$ cat src/rtl/calc_pkg.sv
// Shared encodings and limits for the calculator control path.
// Latency: n/a (types, constants and pure functions only).
// Backpressure: n/a.
package calc_pkg;

    typedef enum logic [2:0] {
        S_ENTER_A = 3'd0,
        S_ENTER_B = 3'd1,
        S_CALC    = 3'd2,
        S_RESULT  = 3'd3,
        S_ERROR   = 3'd4
    } calcState_t;

    localparam logic [1:0] ALU_ADD = 2'd0;
    localparam logic [1:0] ALU_SUB = 2'd1;
    localparam logic [1:0] ALU_MUL = 2'd2;

    localparam logic [3:0] KEY_PLUS  = 4'hF;
    localparam logic [3:0] KEY_MINUS = 4'hE;
    localparam logic [3:0] KEY_TIMES = 4'hD;

    localparam int DEFAULT_DIGITS  = 4;
    localparam int DEFAULT_WIDTH   = 16;
    localparam int DEFAULT_TIMEOUT = 255;

    // Largest magnitude representable with the given number of decimal digits.
    function automatic longint maxMagnitude(input int digits);
        longint m;
        m = 1;
        for (int i = 0; i < digits; i++) begin
            m = m * 10;
        end
        return m - 1;
    endfunction

    localparam longint MAX_MAGNITUDE = maxMagnitude(DEFAULT_DIGITS);

    // Maps an operator key code to {valid, aluOp}; unknown codes come back invalid.
    function automatic logic [2:0] decodeKey(input logic [3:0] key);
        case (key)
            KEY_PLUS:  return {1'b1, ALU_ADD};
            KEY_MINUS: return {1'b1, ALU_SUB};
            KEY_TIMES: return {1'b1, ALU_MUL};
            default:   return 3'b000;
        endcase
    endfunction

endpackage

$ cat src/rtl/operand_accumulator.sv
// Sign/magnitude decimal operand built one digit at a time.
// Latency: controls take effect on the next newClock edge; value is a registered decode.
// Backpressure: none; digits beyond DIGITS or above 9 are silently dropped.
module operand_accumulator #(
    parameter int DIGITS = 4,
    parameter int WIDTH  = 16,
    parameter int CW     = $clog2(DIGITS + 1)
) (
    input  logic                    newClock,
    input  logic                    resetN,
    input  logic                    clear,
    input  logic                    load,
    input  logic [WIDTH-1:0]        loadMag,
    input  logic                    loadNeg,
    input  logic [CW-1:0]           loadCount,
    input  logic                    negate,
    input  logic                    digitVld,
    input  logic [3:0]              digit,
    output logic signed [WIDTH-1:0] value,
    output logic [CW-1:0]           count
);

    localparam logic [CW-1:0] FULL = CW'(DIGITS);

    logic [WIDTH-1:0] mag;
    logic             neg;

    // Operand registers: clear beats load beats editing.
    always_ff @(posedge newClock or negedge resetN) begin
        if (!resetN) begin
            mag   <= '0;
            neg   <= 1'b0;
            count <= '0;
        end else if (clear) begin
            mag   <= '0;
            neg   <= 1'b0;
            count <= '0;
        end else if (load) begin
            mag   <= loadMag;
            neg   <= loadNeg;
            count <= loadCount;
        end else begin
            if (negate) begin
                neg <= ~neg;
            end
            if (digitVld && (digit <= 4'd9) && (count < FULL)) begin
                mag   <= WIDTH'(mag * WIDTH'(10) + WIDTH'(digit));
                count <= count + CW'(1);
            end
        end
    end

    assign value = neg ? -$signed(mag) : $signed(mag);

endmodule

$ cat src/rtl/calc_sequencer.sv
// Calculator control FSM: builds operands from key pulses and sequences one shared ALU.
// Latency: outputs reflect a key pulse one newClock later; aluStart lasts one CALC cycle.
// Backpressure: none; keys are dropped when meaningless, ALU waited on up to TIMEOUT cycles.
module calc_sequencer
    import calc_pkg::*;
#(
    parameter int DIGITS  = DEFAULT_DIGITS,
    parameter int WIDTH   = DEFAULT_WIDTH,
    parameter int TIMEOUT = DEFAULT_TIMEOUT
) (
    input  logic                      newClock,
    input  logic                      resetN,
    input  logic [4:0]                numberPulse,
    input  logic [4:0]                operatorPulse,
    input  logic [4:0]                equalPulse,
    input  logic [4:0]                clearPulse,
    input  logic [4:0]                resetPulse,
    input  logic [4:0]                negativePulse,
    output logic                      aluStart,
    output logic [1:0]                aluOp,
    output logic signed [WIDTH-1:0]   aluA,
    output logic signed [WIDTH-1:0]   aluB,
    input  logic                      aluDone,
    input  logic signed [2*WIDTH-1:0] aluResult,
    output logic signed [2*WIDTH-1:0] displayValue,
    output logic                      errorFlag,
    output logic                      busy,
    output logic [2:0]                state
);

    localparam int RW = 2 * WIDTH;
    localparam int CW = $clog2(DIGITS + 1);
    localparam int TW = $clog2(TIMEOUT + 1);
    localparam logic [RW-1:0] LIMIT = RW'(maxMagnitude(DIGITS));

    calcState_t curState, nextState;

    logic [1:0]           opReg;
    logic signed [RW-1:0] resultReg;
    logic [TW-1:0]        timer;
    logic                 startNext;
    logic                 opLoad, opClear, resultLoad, resultClear;

    logic                 aClear, aLoad, aNeg, aDigit;
    logic                 bClear, bNeg, bDigit;
    logic [WIDTH-1:0]     aLoadMag;
    logic                 aLoadNeg;
    logic [CW-1:0]        aLoadCount;
    logic signed [WIDTH-1:0] aValue, bValue;
    logic [CW-1:0]        aCount, bCount;

    logic [2:0]           keyInfo;
    logic                 digitOk;
    logic [RW-1:0]        absResult;
    logic                 unusedKeyBits;

    assign keyInfo   = decodeKey(operatorPulse[3:0]);
    assign digitOk   = numberPulse[3:0] <= 4'd9;
    assign absResult = resultReg[RW-1] ? RW'(-resultReg) : RW'(resultReg);
    assign unusedKeyBits = ^{equalPulse[3:0], clearPulse[3:0], resetPulse[3:0], negativePulse[3:0]};

    operand_accumulator #(.DIGITS(DIGITS), .WIDTH(WIDTH), .CW(CW)) accA (
        .newClock (newClock),
        .resetN   (resetN),
        .clear    (aClear),
        .load     (aLoad),
        .loadMag  (aLoadMag),
        .loadNeg  (aLoadNeg),
        .loadCount(aLoadCount),
        .negate   (aNeg),
        .digitVld (aDigit),
        .digit    (numberPulse[3:0]),
        .value    (aValue),
        .count    (aCount)
    );

    operand_accumulator #(.DIGITS(DIGITS), .WIDTH(WIDTH), .CW(CW)) accB (
        .newClock (newClock),
        .resetN   (resetN),
        .clear    (bClear),
        .load     (1'b0),
        .loadMag  ('0),
        .loadNeg  (1'b0),
        .loadCount('0),
        .negate   (bNeg),
        .digitVld (bDigit),
        .digit    (numberPulse[3:0]),
        .value    (bValue),
        .count    (bCount)
    );

    // Next-state and control decode; only the highest-priority pulse present is considered.
    always_comb begin
        nextState   = curState;
        startNext   = 1'b0;
        opLoad      = 1'b0;
        opClear     = 1'b0;
        resultLoad  = 1'b0;
        resultClear = 1'b0;
        aClear      = 1'b0;
        aLoad       = 1'b0;
        aNeg        = 1'b0;
        aDigit      = 1'b0;
        bClear      = 1'b0;
        bNeg        = 1'b0;
        bDigit      = 1'b0;
        aLoadMag    = '0;
        aLoadNeg    = 1'b0;
        aLoadCount  = '0;

        if (resetPulse[4]) begin
            aClear      = 1'b1;
            bClear      = 1'b1;
            opClear     = 1'b1;
            resultClear = 1'b1;
            nextState   = S_ENTER_A;
        end else begin
            case (curState)
                S_ENTER_A: begin
                    if (clearPulse[4]) begin
                        aClear = 1'b1;
                    end else if (equalPulse[4]) begin
                        // no second operand yet: equal is swallowed
                    end else if (operatorPulse[4]) begin
                        if (keyInfo[2]) begin
                            opLoad    = 1'b1;
                            bClear    = 1'b1;
                            nextState = S_ENTER_B;
                        end
                    end else if (negativePulse[4]) begin
                        aNeg = 1'b1;
                    end else if (numberPulse[4]) begin
                        aDigit = 1'b1;
                    end
                end
                S_ENTER_B: begin
                    if (clearPulse[4]) begin
                        bClear = 1'b1;
                    end else if (equalPulse[4]) begin
                        if (bCount != '0) begin
                            startNext = 1'b1;
                            nextState = S_CALC;
                        end
                    end else if (operatorPulse[4]) begin
                        // operator may be corrected until B gets its first digit
                        if (keyInfo[2] && (bCount == '0)) begin
                            opLoad = 1'b1;
                        end
                    end else if (negativePulse[4]) begin
                        bNeg = 1'b1;
                    end else if (numberPulse[4]) begin
                        bDigit = 1'b1;
                    end
                end
                S_CALC: begin
                    // a done in the aluStart cycle cannot belong to this request
                    if (aluDone && !aluStart) begin
                        resultLoad = 1'b1;
                        nextState  = S_RESULT;
                    end else if (timer == TW'(TIMEOUT - 1)) begin
                        nextState = S_ERROR;
                    end
                end
                S_RESULT: begin
                    if (clearPulse[4]) begin
                        aClear      = 1'b1;
                        bClear      = 1'b1;
                        opClear     = 1'b1;
                        resultClear = 1'b1;
                        nextState   = S_ENTER_A;
                    end else if (equalPulse[4]) begin
                        // repeat-equal is not supported
                    end else if (operatorPulse[4]) begin
                        if (keyInfo[2]) begin
                            if (absResult <= LIMIT) begin
                                aLoad      = 1'b1;
                                aLoadMag   = WIDTH'(absResult);
                                aLoadNeg   = resultReg[RW-1];
                                aLoadCount = CW'(DIGITS);
                                opLoad     = 1'b1;
                                bClear     = 1'b1;
                                nextState  = S_ENTER_B;
                            end else begin
                                nextState = S_ERROR;
                            end
                        end
                    end else if (negativePulse[4]) begin
                        // result sign is not editable
                    end else if (numberPulse[4]) begin
                        if (digitOk) begin
                            aLoad       = 1'b1;
                            aLoadMag    = WIDTH'(numberPulse[3:0]);
                            aLoadCount  = CW'(1);
                            bClear      = 1'b1;
                            opClear     = 1'b1;
                            resultClear = 1'b1;
                            nextState   = S_ENTER_A;
                        end
                    end
                end
                S_ERROR: begin
                    if (clearPulse[4]) begin
                        aClear      = 1'b1;
                        bClear      = 1'b1;
                        opClear     = 1'b1;
                        resultClear = 1'b1;
                        nextState   = S_ENTER_A;
                    end
                end
                default: nextState = S_ENTER_A;
            endcase
        end
    end

    // State, latched operator/result, ALU start strobe and CALC timeout counter.
    always_ff @(posedge newClock or negedge resetN) begin
        if (!resetN) begin
            curState  <= S_ENTER_A;
            opReg     <= ALU_ADD;
            resultReg <= '0;
            aluStart  <= 1'b0;
            timer     <= '0;
        end else begin
            curState <= nextState;
            aluStart <= startNext;
            timer    <= (curState == S_CALC) ? timer + TW'(1) : '0;
            if (opClear) begin
                opReg <= ALU_ADD;
            end else if (opLoad) begin
                opReg <= keyInfo[1:0];
            end
            if (resultClear) begin
                resultReg <= '0;
            end else if (resultLoad) begin
                resultReg <= aluResult;
            end
        end
    end

    // Display selection; in CALC the operand B shown on entry stays visible.
    always_comb begin
        displayValue = '0;
        case (curState)
            S_ENTER_A: displayValue = RW'(aValue);
            S_ENTER_B: displayValue = (bCount == '0) ? RW'(aValue) : RW'(bValue);
            S_CALC:    displayValue = RW'(bValue);
            S_RESULT:  displayValue = resultReg;
            default:   displayValue = '0;
        endcase
    end

    assign aluOp     = opReg;
    assign aluA      = aValue;
    assign aluB      = bValue;
    assign state     = curState;
    assign busy      = (curState == S_CALC);
    assign errorFlag = (curState == S_ERROR);

endmodule

$ cat config.mk
export PLATFORM = sky130hd
export DESIGN_NAME = calc_sequencer
export DESIGN_NICKNAME = d
export VERILOG_FILES = /design/src/rtl/calc_pkg.sv /design/src/rtl/operand_accumulator.sv /design/src/rtl/calc_sequencer.sv
export SDC_FILE = /design/constraint.sdc
export NUM_CORES = 1
export LEC_CHECK = 0
export CAP_MARGIN = 10
export CORE_AREA = 3 3 127 129
export DETAILED_ROUTE_END_ITERATION = 16
export DIE_AREA = 0 0 130 132
export DONT_BUFFER_PORTS = 1
export GPL_ROUTABILITY_DRIVEN = 0
export HOLD_SLACK_MARGIN = 0.03
export PLACE_DENSITY = 0.7
export SETUP_SLACK_MARGIN = 0.4
export SLEW_MARGIN = 20
export SYNTH_ARGS = -nofsm -noshare
export SYNTH_HDL_FRONTEND = slang
export SYNTH_SLANG_ARGS = --single-unit
export TNS_END_PERCENT = 10
$ cat constraint.sdc
create_clock -name newClock -period 4.3 [get_ports newClock]
set_clock_uncertainty 0.1 [all_clocks]
set_input_delay 0.215 -clock newClock [delete_from_list [all_inputs] [get_ports newClock]]
set_output_delay 0.215 -clock newClock [all_outputs]
set_load 0.05 [all_outputs]
==> out/summary.log, run 1 <==
[outcome] status finished, final reports clean
[layout] commonest cells after routing, fill and taps aside sky130_fd_sc_hd__nand2_1, sky130_fd_sc_hd__dfrtp_1, sky130_fd_sc_hd__nor2_1
[worst_setup_path] required time worst endpoint 3980 ps
[worst_setup_path] CP endpoint kind output pin
[sta] headroom to the max-slew limit 19.87%
[clock_tree] number of levels the H-tree was split into 3
[power] net switching power 495.4 uW
[die] Initial Utilization 54.70%
[worst_setup_path] list of cells traversed by the critical path or2_2, or4_1, nor2_1, nand2_1, or3_1, o31ai_1, xnor2_2, a22o_4, a21o_1, buf_12
[detailed_routing] Iteration-0 DRC Markers 685
[die] DIE AREA 0.01716 sq mm
[power] Seq pwr share 41.7%
[clock_tree] clock slew at the register clock pins of the worst setup and hold paths 60 ps
[sta] transition at the pin with the smallest max-transition slack 1194 ps
[clock_tree] clock latency of the later-clocked register in the worst-skew pair 350 ps
[sta] final count of pins violating max slew 0
[worst_setup_path] family of cells with the greatest summed delay on the critical path simple AND/OR/NAND/NOR gates
[yosys] cell types with the largest area share after synthesis sky130_fd_sc_hd__dfrtp_1, sky130_fd_sc_hd__ha_1, sky130_fd_sc_hd__xnor2_1
[run] maxcap violations 0
[yosys] number of enable-type register cells in the synthesized netlist 0
[detailed_routing] residual DRC count 0
[die] core box area 0.01515 sq mm
[global_route] GR Util All Layers 27.65%
[worst_setup_path] data arrival time of the critical path 3530 ps
[layout] fill cell instance count of the final layout 1282
[yosys] post-synth net total 1135
[layout] count of antenna diodes in the layout 0
[min_path] worst min path class in -> reg
[die] die extent in x 130 um
[layout] # nets final 1193
[detailed_routing] wire length per cell after detailed routing 18.83 um
[layout] share of cells above drive strength 1 12.25%
[placement] input/output buffers 0
[power] Gate power share 11.9%
[placement] Worst Setup Slack post-DPL 399.5 ps
[yosys] proportion of netlist area held by the largest area contributor 25.98%
[sta] Max Freq 0.2600 GHz
[yosys] synthesis-stage register bit count 86
[clock_tree] total clock sinks 86
[yosys] Post-Synthesis Cells 1006
[clock_tree] cell at the root of the clock tree sky130_fd_sc_hd__clkbuf_16
[worst_setup_path] CP Launch Type register
[global_route] vias in the first global route 7591
[worst_setup_path] slowest cell on the critical path sky130_fd_sc_hd__or4_1
[detailed_routing] antenna violation net count after detailed routing 0
[worst_setup_path] Crit Path Class reg -> out
[sta] post-layout minimum cycle time 3846 ps
[sta] Final WS setup 454.1 ps
[sta] number of hold violations in the final report 0
[layout] synthesis-to-finish area growth 17.61%
[sta] setup TNS 0 ps
[worst_setup_path] delay of the slowest cell on the worst path 470 ps
[sta] RSZ-0062 raised after global routing yes
[die] number of primary I/O pins 137
[sta] final setup fails 0
[power] Clk pwr share 46.3%
[global_route] global-route wire length before repair 38620 um
[global_route] Remaining Overflow, GRT 0
[die] number of standard-cell rows in the floorplan 45
[layout] most frequent standard cell in the layout excluding fill and tap cells sky130_fd_sc_hd__nand2_1
[detailed_routing] drt total wl 23670 um
[power] Leak 4.591 nW
[placement] detailed-placement wirelength estimate 17440 um
[detailed_routing] via count 7787
[global_route] maximum number of pins on one net before global-route repair 87
[yosys] part of the Yosys area used for sequential elements 25.98%
[power] total power divided by cell area 203.5 mW/mm^2
[power] total power 1.982 mW
[power] share of total power consumed by net switching 24.99%
[yosys] area leader, netlist sky130_fd_sc_hd__dfrtp_1
[yosys] Avg Inst Size Synth 8.235 sq um
[yosys] number of distinct library cell variants in the gate-level netlist after synthesis 89
[yosys] Most used DFF post-synth sky130_fd_sc_hd__dfrtp_1
[detailed_routing] DRT Pass-1 Iters 9
[clock_tree] clock buffer count from CTS 9
[die] DIE HEIGHT 132 um
[sta] final critical-path share of the clock period 89.44%
[clock_tree] TritonCTS clock tree built
[yosys] asr flop ratio synth 100.0%
[global_route] initial antenna violation count 0
[yosys] Post-Syn Area 0.008284 sq mm
[yosys] count of warnings emitted by yosys 0
[power] Worst VDD drop 205.0 uV
[detailed_routing] number of vias per cell after detailed routing 6.195
[power] Power Internal 1.487 mW
[clock_tree] maximum count of clock buffers along a single path 2
[worst_setup_path] worst path buffer plus inverter count 1
[worst_setup_path] crit path max fanout 17
cell type report:
class | instances | area [sq um] | share of cell area [%]
Clock buffer | 11 | 242.7 | 2.491
Clock inverter | 5 | 106.4 | 1.092
Inverter | 36 | 135.1 | 1.387
Multi-Input combinational cell | 818 | 5685 | 58.35
Sequential cell | 86 | 2152 | 22.09
Tap cell | 188 | 235.2 | 2.414
Timing Repair Buffer | 113 | 1186 | 12.17
worst register-to-register path, cell delays in order (launching register included):
cell and delay, ps:
sky130_fd_sc_hd__dfrtp_1 460, sky130_fd_sc_hd__inv_1 90, sky130_fd_sc_hd__ha_1 150, sky130_fd_sc_hd__or3b_2 580
sky130_fd_sc_hd__or2_1 390, sky130_fd_sc_hd__xor2_1 190, sky130_fd_sc_hd__a31oi_1 120, sky130_fd_sc_hd__nor4_2 440
sky130_fd_sc_hd__a2111oi_4 90, sky130_fd_sc_hd__buf_4 190, sky130_fd_sc_hd__buf_4 140, sky130_fd_sc_hd__and2_2 200
sky130_fd_sc_hd__a311oi_1 360, sky130_fd_sc_hd__o22ai_1 150
power by group through the flow:
| stage | clock network, mW | logic (mW) | registers [mW] |
|---|---|---|---|
| 4_1_cts | 0.932 | 0.236 | 0.827 |
| 6_report | 0.919 | 0.237 | 0.827 |
| 2_1_floorplan | 0 | 0.137 | 0.841 |
| 3_5_place_dp | 0 | 0.182 | 0.842 |
| 5_1_grt | 0.965 | 0.258 | 0.827 |
| 3_3_place_gp | 0 | 0.180 | 0.842 |
stage by stage:
stage / util (%) / area (sq um) / std cells / hold slack (ps)
6_report: 64.33 / 9743 / 1257 / 59.11
5_1_grt: 64.33 / 9743 / 1257 / 92.59
4_1_cts: 63.90 / 9678 / 1252 / 62.75
3_5_place_dp: 58.58 / 8872 / 1193 / -173.7
3_3_place_gp: 58.50 / 8861 / 1193 / -173.9
2_1_floorplan: - / 8292 / 1006 / -180.6
metal layers:
layer	vias to the layer above	global-route usage (%)	part of all wire [%]
li1	3744	-	-
met1	3754	37.21	44
met2	254	44.44	47
met3	35	5.875	6.8
met4	0	8.603	2.2
met5	-	0	0
flip-flops by register name (all words and copies together) (netlist names):
signal	count
timer	8
resultReg	32
accB.neg	1
accB.count	3
accA.count	3
accA.neg	1
accB.mag	16
accA.mag	16
state	3
aluStart	1
aluOp	2
cell families after synthesis:
group                    share of synthesized area [%]
multiplexers                                     2.568
XOR/XNOR                                         10.47
AND/OR/NAND/NOR                                  23.67
buffers and inverters                            6.253
adder cells (fa/ha/maj)                          10.03
flip-flops                                       25.98
AO/OA/AOI/OAI                                    21.04
worst paths after layout:
kind | slack (ps) | to | cells past startpoint | start
setup / recovery | 450 | displayValue[20] | 10 | accB.mag[1]$_DFFE_PN0P_
max in group asynchronous | 3390 | accB.mag[15]$_DFFE_PN0P_ | 2 | resetN
hold / removal | 60 | accB.mag[1]$_DFFE_PN0P_ | 3 | numberPulse[1]
hold reg to reg | 440 | accA.count[1]$_DFFE_PN0P_ | 2 | accA.count[1]$_DFFE_PN0P_
setup reg to reg | 500 | state[0]$_DFFE_PN0P_ | 13 | resultReg[0]$_DFFE_PN0P_
min in group asynchronous | 320 | accA.mag[11]$_DFFE_PN0P_ | 2 | resetN
what timing repair did:
action / in CTS / in global routing
resized for setup: 2 / 2
endpoints found under the hold margin: 128 / 0
buffers inserted: 0 / 5
cloned: 0 / 0
endpoints found under the setup margin: 18 / 53
pin swaps: 0 / 2
hold buffers: 43 / 0
cells in the mapped netlist, drive strengths merged (3+ instances only):
cell and count:
nand2 139, dfrtp 86, nor2 80, xnor2 73, ha 60, a21oi 59, clkbuf 47, inv 36
o21ai 29, nor3 27, nand3 26, xor2 26, a21o 25, nor4 22, a211oi 20, buf 19
mux2i 19, o31ai 16, nand2b 15, or4 13, or3 12, a22oi 11, a31oi 9, nand4 9
and3 8, nor2b 8, nor3b 8, o2bb2ai 8, or2 8, a222oi 7, o21bai 7, a2111oi 6
and2 6, o2111ai 6, fa 4, o21a 4, o41ai 4, a21boi 3, nor4b 3, o221ai 3
o22ai 3
(Power assumes the default switching activity.)
==> run 2: changes to the inputs <==
--- a/config.mk
+++ b/config.mk
@@ -5,14 +5,14 @@
 export SDC_FILE = /design/constraint.sdc
 export NUM_CORES = 1
 export LEC_CHECK = 0
+export ABC_AREA = 1
 export CAP_MARGIN = 10
-export CORE_AREA = 3 3 127 129
+export CORE_AREA = 3 3 155 157
 export DETAILED_ROUTE_END_ITERATION = 16
-export DIE_AREA = 0 0 130 132
+export DIE_AREA = 0 0 158 160
 export DONT_BUFFER_PORTS = 1
 export GPL_ROUTABILITY_DRIVEN = 0
 export HOLD_SLACK_MARGIN = 0.03
-export PLACE_DENSITY = 0.7
 export SETUP_SLACK_MARGIN = 0.4
 export SLEW_MARGIN = 20
 export SYNTH_ARGS = -nofsm -noshare
==> out/summary.log, run 2 <==
[outcome] status finished, final reports clean
[die] Initial Utilization 37.03%
[layout] share of cells above drive strength 1 9.593%
[yosys] cell types with the largest area share after synthesis sky130_fd_sc_hd__dfrtp_1, sky130_fd_sc_hd__nand2_1, sky130_fd_sc_hd__ha_1
[worst_setup_path] slowest cell on the critical path sky130_fd_sc_hd__dfrtp_2
[power] Leak 5.267 nW
[die] die extent in x 158 um
[clock_tree] cell at the root of the clock tree sky130_fd_sc_hd__clkbuf_16
[yosys] Most used DFF post-synth sky130_fd_sc_hd__dfrtp_1
[clock_tree] maximum count of clock buffers along a single path 2
[yosys] part of the Yosys area used for sequential elements 25.67%
[layout] commonest cells after routing, fill and taps aside sky130_fd_sc_hd__nand2_1, sky130_fd_sc_hd__inv_1, sky130_fd_sc_hd__nor2_1
[yosys] proportion of netlist area held by the largest area contributor 25.67%
[die] number of standard-cell rows in the floorplan 55
[clock_tree] total clock sinks 86
[detailed_routing] residual DRC count 0
[global_route] met2 layer usage reported by global route 33.40%
[global_route] maximum number of pins on one net before global-route repair 87
[placement] area of placed instances 0.009150 sq mm
[global_route] GR peak layer met2
[detailed_routing] number of vias per cell after detailed routing 5.152
[run] maxcap violations 0
[clock_tree] Post-CTS Repair Setup Buffers 0
[min_path] hold path depth 4
[die] DIE AREA 0.02528 sq mm
[worst_setup_path] required time worst endpoint 3980 ps
[layout] register name with the most flops resultReg
[power] total power 2.898 mW
[worst_setup_path] worst reg2reg path depth 16
[power] total power divided by cell area 293.0 mW/mm^2
[sta] final count of pins violating max slew 0
[layout] post-route design area 0.009891 sq mm
[placement] detailed-placement wirelength estimate 20900 um
[sta] transition at the pin with the smallest max-transition slack 925.9 ps
[worst_setup_path] CP endpoint kind output pin
[clock_tree] clock buffer count from CTS 9
[worst_setup_path] data arrival time of the critical path 3310 ps
[layout] synthesis-to-finish area growth 17.97%
[yosys] number of enable-type register cells in the synthesized netlist 0
[clock_tree] clock slew at the register clock pins of the worst setup and hold paths 70 ps
[global_route] initial antenna violation count 1
[detailed_routing] DRT Pass-1 Iters 5
[global_route] met3 usage 4.444%
[yosys] number of distinct library cell variants in the gate-level netlist after synthesis 53
[sta] post-layout minimum cycle time 3629 ps
[yosys] post-synth net total 1415
[worst_setup_path] crit path max fanout 17
[die] number of primary I/O pins 137
[sta] final critical-path share of the clock period 84.40%
[yosys] count of warnings emitted by yosys 0
[sta] Max Freq 0.2755 GHz
[detailed_routing] via count 8563
[power] Worst VDD drop 190.4 uV
[yosys] synthesis-stage register bit count 86
[min_path] worst min path class in -> reg
[clock_tree] TritonCTS clock tree built
[yosys] most common cell in the synthesized netlist sky130_fd_sc_hd__nand2_1
[clock_tree] clock latency of the later-clocked register in the worst-skew pair 350 ps
[sta] setup TNS 0 ps
[yosys] Avg Inst Size Synth 6.520 sq um
[global_route] GR Util All Layers 21.10%
[clock_tree] number of levels the H-tree was split into 3
[worst_setup_path] Crit Path Class reg -> out
[sta] worst hold-check slack 56.04 ps
[yosys] Post-Synthesis Cells 1286
[detailed_routing] Iteration-0 DRC Markers 634
[worst_setup_path] cell mode on critical path sky130_fd_sc_hd__nor3_1
[placement] input/output buffers 0
[sta] headroom to the max-slew limit 37.97%
[layout] max reg flops 32
[placement] Worst Setup Slack post-DPL 651.6 ps
[yosys] area leader, netlist sky130_fd_sc_hd__dfrtp_1
[layout] most frequent standard cell in the layout excluding fill and tap cells sky130_fd_sc_hd__nand2_1
[die] core box area 0.02264 sq mm
[global_route] met1 Usage GRT 29.34%
[sta] number of hold violations in the final report 0
[sta] Final WS setup 670.7 ps
[worst_setup_path] CP Launch Type register
[yosys] Post-Syn Area 0.008384 sq mm
[sta] final setup fails 0
[layout] registers with the most flip-flops resultReg x32, accA.mag x16, accB.mag x16
[sta] RSZ-0062 raised after global routing yes
[detailed_routing] antenna violation net count after detailed routing 0
[layout] # nets final 1500
[global_route] Remaining Overflow, GRT 0
[global_route] global-route wire length before repair 42440 um
[detailed_routing] wire length per cell after detailed routing 15.96 um
[worst_setup_path] list of cells traversed by the critical path nor3_1, nand2_1, nor3_1, nand3_1, o21ai_0, xor2_1, a22o_1, a21oi_4, o21ai_1, buf_4
[worst_setup_path] delay of the slowest cell on the worst path 550 ps
[detailed_routing] drt total wl 26530 um
[yosys] asr flop ratio synth 100.0%
[global_route] vias in the first global route 8111
[die] DIE HEIGHT 160 um
[yosys] top cells by instance count after synthesis sky130_fd_sc_hd__nand2_1, sky130_fd_sc_hd__inv_1, sky130_fd_sc_hd__nor2_1, sky130_fd_sc_hd__o21ai_0, sky130_fd_sc_hd__nand3_1
## run 2: routing by layer
| metal | wire length, um | share of wire, % | up-vias |
|---|---|---|---|
| met3 | 1878 | 7.1 | 19 |
| met5 | 0 | 0 | - |
| met4 | 410 | 1.5 | 0 |
| met2 | 12140 | 46 | 216 |
| met1 | 12100 | 46 | 3985 |
| li1 | - | - | 4343 |
## run 2: final timing paths
| path | start | endpoint | slack (ps) |
|---|---|---|---|
| worst max-delay path | accA.mag[0]$_DFFE_PN0P_ | displayValue[27] | 670 |
| worst min-delay path | operatorPulse[3] | aluOp[0]$_DFFE_PN0P_ | 60 |
| worst max register to register | accA.mag[3]$_DFFE_PN0P_ | accA.mag[15]$_DFFE_PN0P_ | 810 |
| worst min register to register | accA.count[1]$_DFFE_PN0P_ | accA.count[1]$_DFFE_PN0P_ | 390 |
| max in group asynchronous | resetN | accA.mag[0]$_DFFE_PN0P_ | 3320 |
| min in group asynchronous | resetN | accB.mag[11]$_DFFE_PN0P_ | 410 |
## run 2: report_power, final
group / internal, mW / total, mW / switching [mW]
clock network: 0.455 / 0.818 / 0.363
logic: 0.313 / 1.08 / 0.768
registers: 0.876 / 0.998 / 0.122
total: 1.64 / 2.90 / 1.25
## run 2: worst max-delay path, delay by kind of cell (launching register included)
family	cells	cell delay, ps
AO/OA/AOI/OAI	4	1060
XOR/XNOR	1	200
AND/OR/NAND/NOR	4	940
flip-flops	1	550
buffers and inverters	1	220
## run 2: through the flow
stage / util, % / cells
global placement: 40.41 / 1604
finish: 43.69 / 1662
floorplan: - / 1286
detailed placement: 40.41 / 1604
global route: 43.69 / 1662
CTS: 43.66 / 1661
## run 2: final cells by class
cell class	instances	area (sq um)
Timing Repair Buffer	107	948.4
Multi-Input combinational cell	988	5456
Clock buffer	10	229.0
Clock inverter	6	71.32
Inverter	179	671.9
Antenna cell	1	2.502
Fill cell	2341	12750
Tap cell	285	356.6
Sequential cell	86	2155
## run 2: cell families after synthesis
group / Yosys count / share of synthesized area, %
AND/OR/NAND/NOR: 670 / 35.01
buffers and inverters: 212 / 9.819
AO/OA/AOI/OAI: 184 / 12.28
flip-flops: 86 / 25.67
XOR/XNOR: 70 / 7.312
adder cells (fa/ha/maj): 64 / 9.909
## run 2: timing repair
item | 4_1_cts | 5_1_grt
gates resized for setup | 1 | 2
setup endpoints to repair | 10 | 23
hold buffers | 41 | 0
hold endpoints to repair | 124 | 0
